## config.mk

```make
export PLATFORM = sky130hd
export DESIGN_NAME = cpu_io_bridge
export DESIGN_NICKNAME = d
export VERILOG_FILES = /design/src/rtl/io_bridge_pkg.sv /design/src/rtl/io_fifo.sv /design/src/rtl/cpu_io_bridge.sv
export SDC_FILE = /design/constraint.sdc
export NUM_CORES = 1
export LEC_CHECK = 0
export CORE_AREA = 2 2 327 329
export CTS_CLUSTER_SIZE = 16
export DETAILED_ROUTE_END_ITERATION = 8
export DIE_AREA = 0 0 329 331
export PLACE_DENSITY = 0.58
export SETUP_SLACK_MARGIN = 0.1
export SLEW_MARGIN = 20
export SYNTH_ARGS = -nofsm -noshare
export SYNTH_HDL_FRONTEND = slang
export SYNTH_SLANG_ARGS = --single-unit
```

## constraint.sdc

```tcl
create_clock -name clk -period 12.35 [get_ports clk]
set_input_delay 2.47 -clock clk [delete_from_list [all_inputs] [get_ports clk]]
set_output_delay 2.47 -clock clk [all_outputs]
set_load 0.01 [all_outputs]
```

## src/rtl/io_bridge_pkg.sv

```systemverilog
// io_bridge_pkg: shared types and defaults for the CPU I/O bridge.
//   io_state_t    - input-request FSM states (IDLE, WAIT, RESP)
//   DEFAULT_WIDTH - default data word width
//   DEFAULT_DEPTH - default FIFO depth (power of two, >= 2)
package io_bridge_pkg;

    localparam int unsigned DEFAULT_WIDTH = 64;
    localparam int unsigned DEFAULT_DEPTH = 8;

    typedef enum logic [1:0] {
        IDLE = 2'd0,
        WAIT = 2'd1,
        RESP = 2'd2
    } io_state_t;

endpackage

```

## src/rtl/io_fifo.sv

```systemverilog
// io_fifo: synchronous first-word-fall-through FIFO.
// Ports:
//   clk, reset        - clock, synchronous active-high reset
//   push, push_data   - write request and word; accepted when not full, or when full
//                       together with a pop that frees the slot
//   pop               - read request; ignored while empty
//   head_data         - current head word (0 while empty)
//   empty, full       - occupancy flags
module io_fifo
    import io_bridge_pkg::*;
#(
    parameter int unsigned WIDTH = DEFAULT_WIDTH,
    parameter int unsigned DEPTH = DEFAULT_DEPTH
) (
    input  logic             clk,
    input  logic             reset,
    input  logic             push,
    input  logic [WIDTH-1:0] push_data,
    input  logic             pop,
    output logic [WIDTH-1:0] head_data,
    output logic             empty,
    output logic             full
);

    localparam int unsigned PtrW = $clog2(DEPTH);
    localparam int unsigned CntW = PtrW + 1;

    logic [WIDTH-1:0] mem_q [DEPTH];
    logic [PtrW-1:0]  wr_ptr_q, wr_ptr_d;
    logic [PtrW-1:0]  rd_ptr_q, rd_ptr_d;
    logic [CntW-1:0]  count_q, count_d;
    logic             do_push, do_pop;

    assign empty = (count_q == '0);
    assign full  = (count_q == CntW'(DEPTH));

    assign do_pop  = pop && !empty;
    assign do_push = push && (!full || do_pop);

    // Gate the head so an empty FIFO presents zero rather than stale storage.
    assign head_data = empty ? '0 : mem_q[rd_ptr_q];

    always_comb begin
        wr_ptr_d = wr_ptr_q;
        rd_ptr_d = rd_ptr_q;
        count_d  = count_q;
        if (do_push) wr_ptr_d = wr_ptr_q + PtrW'(1);
        if (do_pop)  rd_ptr_d = rd_ptr_q + PtrW'(1);
        case ({do_push, do_pop})
            2'b10:   count_d = count_q + CntW'(1);
            2'b01:   count_d = count_q - CntW'(1);
            default: count_d = count_q;
        endcase
    end

    always_ff @(posedge clk) begin
        if (reset) begin
            wr_ptr_q <= '0;
            rd_ptr_q <= '0;
            count_q  <= '0;
        end else begin
            wr_ptr_q <= wr_ptr_d;
            rd_ptr_q <= rd_ptr_d;
            count_q  <= count_d;
        end
    end

    // Storage needs no reset; the empty gate on head_data hides stale contents.
    always_ff @(posedge clk) begin
        if (do_push) mem_q[wr_ptr_q] <= push_data;
    end

endmodule

```

## src/rtl/cpu_io_bridge.sv

```systemverilog
// cpu_io_bridge: host-side counterpart of the CPU in/out I/O ports.
// Ports:
//   clk, reset                      - clock, synchronous active-high reset
//   out_signal, out_data            - CPU output strobe/word, captured into the output FIFO
//   in_req                          - CPU request for one input word (pulse)
//   in_signal, in_data              - one-cycle response strobe and held response word
//   halt                            - CPU halted; abandons a pending request
//   host_out_valid/data/ready       - output FIFO drain stream (FWFT head)
//   host_in_valid/data, host_in_ready - input FIFO fill stream
//   out_overflow                    - sticky: a CPU word was dropped on a full output FIFO
// Optional (macro IO_BRIDGE_STATS_EN):
//   out_word_count, in_word_count   - accepted-output and delivered-input word counters
module cpu_io_bridge
    import io_bridge_pkg::*;
#(
    parameter int unsigned WIDTH = DEFAULT_WIDTH,
    parameter int unsigned DEPTH = DEFAULT_DEPTH
) (
    input  logic             clk,
    input  logic             reset,
    input  logic             out_signal,
    input  logic [WIDTH-1:0] out_data,
    input  logic             in_req,
    output logic             in_signal,
    output logic [WIDTH-1:0] in_data,
    input  logic             halt,
    output logic             host_out_valid,
    output logic [WIDTH-1:0] host_out_data,
    input  logic             host_out_ready,
    input  logic             host_in_valid,
    input  logic [WIDTH-1:0] host_in_data,
    output logic             host_in_ready,
`ifdef IO_BRIDGE_STATS_EN
    output logic [31:0]      out_word_count,
    output logic [31:0]      in_word_count,
`endif
    output logic             out_overflow
);

    logic             out_empty, out_full;
    logic             in_empty, in_full;
    logic [WIDTH-1:0] in_head;
    logic             in_pop;
    logic             out_accept;

    io_state_t        state_q, state_d;
    logic [WIDTH-1:0] in_data_q, in_data_d;
    logic             overflow_q;

    io_fifo #(
        .WIDTH(WIDTH),
        .DEPTH(DEPTH)
    ) u_out_fifo (
        .clk      (clk),
        .reset    (reset),
        .push     (out_signal),
        .push_data(out_data),
        .pop      (host_out_ready),
        .head_data(host_out_data),
        .empty    (out_empty),
        .full     (out_full)
    );

    io_fifo #(
        .WIDTH(WIDTH),
        .DEPTH(DEPTH)
    ) u_in_fifo (
        .clk      (clk),
        .reset    (reset),
        .push     (host_in_valid && host_in_ready),
        .push_data(host_in_data),
        .pop      (in_pop),
        .head_data(in_head),
        .empty    (in_empty),
        .full     (in_full)
    );

    assign host_out_valid = !out_empty;
    assign host_in_ready  = !in_full;
    assign in_signal      = (state_q == RESP);
    assign in_data        = in_data_q;
    assign out_overflow   = overflow_q;

    // A full FIFO still takes the word if the host pops in the same cycle.
    assign out_accept = out_signal && (!out_full || host_out_ready);

    always_comb begin
        state_d   = state_q;
        in_data_d = in_data_q;
        in_pop    = 1'b0;
        case (state_q)
            IDLE: begin
                if (in_req) begin
                    if (!in_empty) begin
                        in_pop    = 1'b1;
                        in_data_d = in_head;
                        state_d   = RESP;
                    end else begin
                        state_d = WAIT;
                    end
                end
            end
            WAIT: begin
                if (halt) begin
                    state_d = IDLE;
                end else if (!in_empty) begin
                    in_pop    = 1'b1;
                    in_data_d = in_head;
                    state_d   = RESP;
                end
            end
            RESP:    state_d = IDLE;
            default: state_d = IDLE;
        endcase
    end

    always_ff @(posedge clk) begin
        if (reset) begin
            state_q    <= IDLE;
            in_data_q  <= '0;
            overflow_q <= 1'b0;
        end else begin
            state_q   <= state_d;
            in_data_q <= in_data_d;
            if (out_signal && !out_accept) overflow_q <= 1'b1;
        end
    end

`ifdef IO_BRIDGE_STATS_EN
    logic [31:0] out_cnt_q, in_cnt_q;

    always_ff @(posedge clk) begin
        if (reset) begin
            out_cnt_q <= '0;
            in_cnt_q  <= '0;
        end else begin
            if (out_accept) out_cnt_q <= out_cnt_q + 32'd1;
            if (in_signal)  in_cnt_q  <= in_cnt_q + 32'd1;
        end
    end

    assign out_word_count = out_cnt_q;
    assign in_word_count  = in_cnt_q;
`endif

endmodule

```

==> impl_metrics.json, run 1 <==
{
  "synth_top_cell_by_area": "edfxtp_1",
  "wire_per_inst_um": 24.8,
  "viasPerCell": 5.28,
  "period_share": 0.522,
  "synth.most_common_cell": "edfxtp_1",
  "fp-row-count": 119,
  "cp_top_family": "buffers and inverters",
  "ys_seq_elements": 1117,
  "worst_setup_path_start_kind": "register",
  "skew_ps": 14.1,
  "grt_setup_unrepaired": "false",
  "max-cap-violations": 0,
  "hold_viol_final": 0,
  "cts_buffers": 113,
  "numClockSinks": 1117,
  "max_slew.worst_pin.slew_ps": 1030,
  "crit_slowest_cell": "dfxtp_4",
  "post_cts_resized": 0,
  "synth_common_cells": "edfxtp_1 (1024), mux4_2 (256), nor2_1 (96)",
  "die_area_um2": 109000,
  "post_cts_buffers": 0,
  "drc": 0,
  "htreeDepth": 3,
  "critPathRequiredTime_ps": 9880,
  "place_area_um2": 46200,
  "end_kind": "primary output",
  "die_x_um": 329,
  "areaGrowthSynthToFinish_pct": 19.4,
  "total_power_mw": 9.90,
  "arrival_ps": 3980,
  "cts.clk_slew.worst_paths_ps": 60,
  "grt_pass1_vias": 20800,
  "layout_min_cycle_time_ps": 6450,
  "slew_viol_final": 0,
  "peakVddDrop_mv": 0.141,
  "syn-cell-area_um2": 41800,
  "drive_gt1_frac": 0.247,
  "antenna_found_initial": 18,
  "pin_count": 267,
  "crit_buf_inv": 2,
  "setup_viol": 0,
  "hold_buffers": 0,
  "leakagePower_nw": 15.4,
  "core-area_um2": 105000,
  "cts_tree": "yes",
  "nets": 2324,
  "seq_area_frac_synth": 0.780,
  "syn_avg_cell_area_um2": 22.6,
  "syn_inst": 1852,
  "status": "completed",
  "drtIter0Drc": 1296,
  "overflow": 0,
  "die_y_um": 331,
  "track_usage": 0.168,
  "syn_nets": 1998,
  "final_area_um2": 49900,
  "via_count": 19400,
  "crit_type": "register to primary output",
  "drt_first_pass_iters": 5,
  "fin_tns_setup_ps": 0,
  "fmax_ghz": 0.155,
  "maxSlewHeadroom": 0.312,
  "initial_core_util": 0.398,
  "slowest_delay_ps": 940,
  "synth-edff-count": 1024,
  "synth.distinct_cells": 41,
  "crit_fanout": 68,
  "netlist_top_cells_area": "edfxtp_1 (74%), mux4_2 (14%), dfxtp_1 (4.5%)",
  "portBuffers": 266,
  "clk_latency_ps": 690,
  "crit_chain": "buf_4 > mux4_2 > mux2i_1 > nor2_1 > clkdlybuf4s50_1",
  "min_path_type": "register to register",
  "grt_pass1_wl_um": 135000,
  "synth_top_area_frac": 0.735,
  "place.gp.congestion": 0.709,
  "grt_max_degree": 69,
  "ant_nets": 0,
  "root_buffer": "clkbuf_16",
  "totalWireLength_um": 91000,
  "power_density_nw_per_um2": 198,
  "yosysWarnings": 0,
  "dpl.hpwl_um": 49000,
  "cts_buffer_depth": 3,
  "ys.flop_type": "edfxtp_1",
  "synthArstFlopShare": 0
}
## flip-flops by register name, summed over array words and instances (netlist names), named ones only
register,flops
in_data,64
out_overflow,1
state_q,2
u_in_fifo.count_q,4
u_in_fifo.mem_q,512
u_in_fifo.rd_ptr_q,3
u_in_fifo.wr_ptr_q,3
u_out_fifo.count_q,4
u_out_fifo.mem_q,512
u_out_fifo.rd_ptr_q,3
u_out_fifo.wr_ptr_q,3
## power breakdown
part	leakage (nW)	switching (mW)	total, mW	internal (mW)
clock	1.81	1.42	3.39	1.97
combinational	3.55	0.963	1.96	0.998
sequential	10.1	0.170	4.55	4.38
## metal layers
| layer | GRT usage | share of wire | vias to the layer above |
|---|---|---|---|
| li1 | - | - | 8394 |
| met1 | 0.218 | 0.42 | 10300 |
| met2 | 0.281 | 0.50 | 530 |
| met3 | 0.0461 | 0.065 | 137 |
| met4 | 0.0400 | 0.017 | 26 |
| met5 | 0 | 0.0019 | - |
## layout by cell type (no fill, tap or decap), types with 5 or more instances in the layout
cell type / instances
dfxtp_1: 87
edfxtp_1: 1024
nand2b_1: 8
diode_2: 5
clkinv_2: 18
mux2i_1: 68
clkbuf_1: 24
nor2b_1: 5
mux4_2: 256
a22o_1: 64
nor2_4: 11
nand3_1: 5
nor3_2: 7
clkdlybuf4s50_1: 266
nor2_1: 86
clkinvlp_4: 7
a21oi_1: 12
buf_4: 41
xor2_1: 9
ha_1: 10
dfxtp_4: 6
mux2_2: 65
clkbuf_8: 12
bufinv_16: 10
clkinv_1: 15
clkbuf_16: 113
## layout make-up
class | instances | area, µm²
antenna | 5 | 12.5
inverter | 4 | 15.0
clock inverter | 60 | 647
timing repair buffer | 307 | 2970
sequential | 1117 | 32600
fill | 8544 | 55000
tap | 1391 | 1740
multi-input combinational | 635 | 8840
clock buffer | 149 | 3080
## stage by stage
step                worst slack, ps  hold slack [ps]   util  cells
floorplan                      3070              462      -   1852
global placement               6470              463  0.440   3454
detailed placement             6490              465  0.440   3454
CTS                            5710              481  0.476   3663
global route                   5530              500  0.476   3664
finish                         5900              479  0.476   3668
## kinds of logic after synthesis
kind of cell	share of synthesized area
XOR/XNOR	0.00230
AO/OA/AOI/OAI	0.0167
multiplexers	0.172
buffers and inverters	0.0117
adder cells (fa/ha/maj)	0.00347
flip-flops	0.780
AND/OR/NAND/NOR	0.0146
## final timing paths
kind / startpoint / to / slack [ps] / cells past startpoint
worst min register to register: in_data[7] / in_data[7] / 480 / 1
worst max-delay path: register / host_out_data[18] / 5900 / 5
worst max register to register: register / in_data[50] / 9060 / 5
worst min-delay path: in_data[7] / in_data[7] / 480 / 1
Power figures use the tool's default switching activity.
==> inputs of run 2 (changes only) <==
--- a/config.mk
+++ b/config.mk
@@ -9,7 +9,7 @@
 export CTS_CLUSTER_SIZE = 16
 export DETAILED_ROUTE_END_ITERATION = 8
 export DIE_AREA = 0 0 329 331
-export PLACE_DENSITY = 0.58
+export PLACE_DENSITY = 0.6
 export SETUP_SLACK_MARGIN = 0.1
 export SLEW_MARGIN = 20
 export SYNTH_ARGS = -nofsm -noshare
==> constraint.sdc (replaced) <==
create_clock -name clk -period 5.4 [get_ports clk]
set_input_delay 1.08 -clock clk [delete_from_list [all_inputs] [get_ports clk]]
set_output_delay 1.08 -clock clk [all_outputs]
set_load 0.01 [all_outputs]
==> impl_metrics.json, run 2 (synthesized netlist as in run 1, its figures left out) <==
{
  "die_y_um": 331,
  "nFillCells": 8464,
  "die_area_um2": 109000,
  "cp_top_family": "buffers and inverters",
  "cts_tree": "yes",
  "antenna_found_initial": 9,
  "post_cts_buffers": 0,
  "areaGrowthSynthToFinish_pct": 21.3,
  "arrival_ps": 3190,
  "worst_setup_path_start_kind": "register",
  "viasPerCell": 5.24,
  "final_cells": 3704,
  "cts_buffer_depth": 3,
  "max_slew.worst_pin.slew_ps": 1070,
  "status": "completed",
  "cts.clk_slew.worst_paths_ps": 60,
  "ant_nets": 0,
  "place.gp.congestion": 0.711,
  "period_share": 0.790,
  "totalWireLength_um": 89800,
  "register_area_um2": 32600,
  "overflow": 0,
  "numClockSinks": 1117,
  "initial_core_util": 0.398,
  "power_density_nw_per_um2": 455,
  "via_count": 19400,
  "setup_viol": 0,
  "cts_buffers": 113,
  "total_power_mw": 23.1,
  "leakagePower_nw": 15.8,
  "end_kind": "primary output",
  "fp-row-count": 119,
  "place_inst": 3488,
  "wire_per_inst_um": 24.3,
  "drive_gt1_frac": 0.260,
  "max-cap-violations": 0,
  "slew_viol_final": 0,
  "fin_util": 0.483,
  "peakVddDrop_mv": 0.307,
  "fmax_ghz": 0.234,
  "clk_latency_ps": 700,
  "dpl.hpwl_um": 51200,
  "drtIter0Drc": 1473,
  "die_x_um": 329,
  "htreeDepth": 3,
  "nets": 2358,
  "hold_buffers": 0,
  "skew_ps": 28.1,
  "maxSlewHeadroom": 0.287,
  "slowest_delay_ps": 740,
  "track_usage": 0.166,
  "drt_first_pass_iters": 5,
  "crit_buf_inv": 2,
  "drc": 0,
  "post_cts_resized": 0,
  "pin_count": 267,
  "crit_slowest_cell": "dfxtp_4",
  "root_buffer": "clkbuf_16",
  "core-area_um2": 105000,
  "multi_input_area_um2": 8870,
  "hold_viol_final": 0,
  "crit_fanout": 27,
  "layout_min_cycle_time_ps": 4270,
  "grt_pass1_vias": 20900,
  "grt_max_degree": 85,
  "crit_chain": "buf_4 > mux4_2 > mux2i_1 > nor2_1 > clkdlybuf4s50_1",
  "layout_common_cells": "edfxtp_1 (1024), clkdlybuf4s50_1 (266), mux4_2 (256)",
  "crit_type": "register to primary output",
  "portBuffers": 266,
  "critPathRequiredTime_ps": 4320,
  "final_common_cell": "edfxtp_1",
  "min_path_type": "register to register",
  "grt_pass1_wl_um": 134000,
  "grt_setup_unrepaired": "false"
}
## run 2: changes by cell type in the layout (fill, tap and decap cells not counted), sizes merged
| cell | previous run | this run |
|---|---|---|
| buf | 41 | 75 |
| bufinv | 10 | 16 |
| clkbuf | 149 | 141 |
| clkinv | 37 | 48 |
| clkinvlp | 7 | 8 |
| diode | 5 | 1 |
| inv | 10 | 6 |
## run 2: metrics by stage
stage / area, µm² / setup slack (ps) / TNS (ps) / hold slack, ps
floorplan: 41800 / -787 / -151010 / 462
global placement: 46800 / 1450 / 0 / 461
detailed placement: 46900 / 1500 / 0 / 463
CTS: 50700 / 975 / 0 / 482
global route: 50700 / 890 / 0 / 500
finish: 50700 / 1130 / 0 / 477
## run 2: cell type report
type                            count  share of cell area
Clock buffer                      141              0.0602
Tap cell                         1391              0.0343
Sequential cell                  1117               0.643
Inverter                            4            0.000296
Clock inverter                     74              0.0163
Timing Repair Buffer              341              0.0709
Antenna cell                        1           0.0000493
Multi-Input combinational cell    635               0.175
## run 2: layer usage
| metal | routed length, µm | vias up | track usage |
|---|---|---|---|
| li1 | - | 8471 | - |
| met1 | 37000 | 10200 | 0.214 |
| met2 | 45200 | 532 | 0.281 |
| met3 | 5730 | 141 | 0.0408 |
| met4 | 1820 | 18 | 0.0443 |
| met5 | 115 | - | 0 |
## run 2: worst register-to-register path, delay by kind of cell (launching register included)
kind	cells	cell delay [ps]
adders and majority gates	2	590
buffers and inverters	1	180
DFF	1	340
and+or+nand+nor	4	1770
AOI/OAI and AO/OA	3	420
## run 2: path summary, 6_finish.rpt
path,start,to,slack (ps),cells past startpoint
worst min-delay path,out_overflow,out_overflow,480,2
worst max-delay path,register,host_out_data[30],1130,5
worst min register to register,out_overflow,out_overflow,480,2
worst max register to register,u_out_fifo.count_q[0],u_out_fifo.count_q[3],2040,10
## run 2: report_power, final
part | internal [mW] | total, mW | leakage, nW | switching [mW]
sequential | 10.0 | 10.4 | 10.1 | 0.349
combinational | 2.44 | 4.67 | 3.81 | 2.23
clock | 4.78 | 8.03 | 1.88 | 3.25
total | 17.2 | 23.1 | 15.8 | 5.83
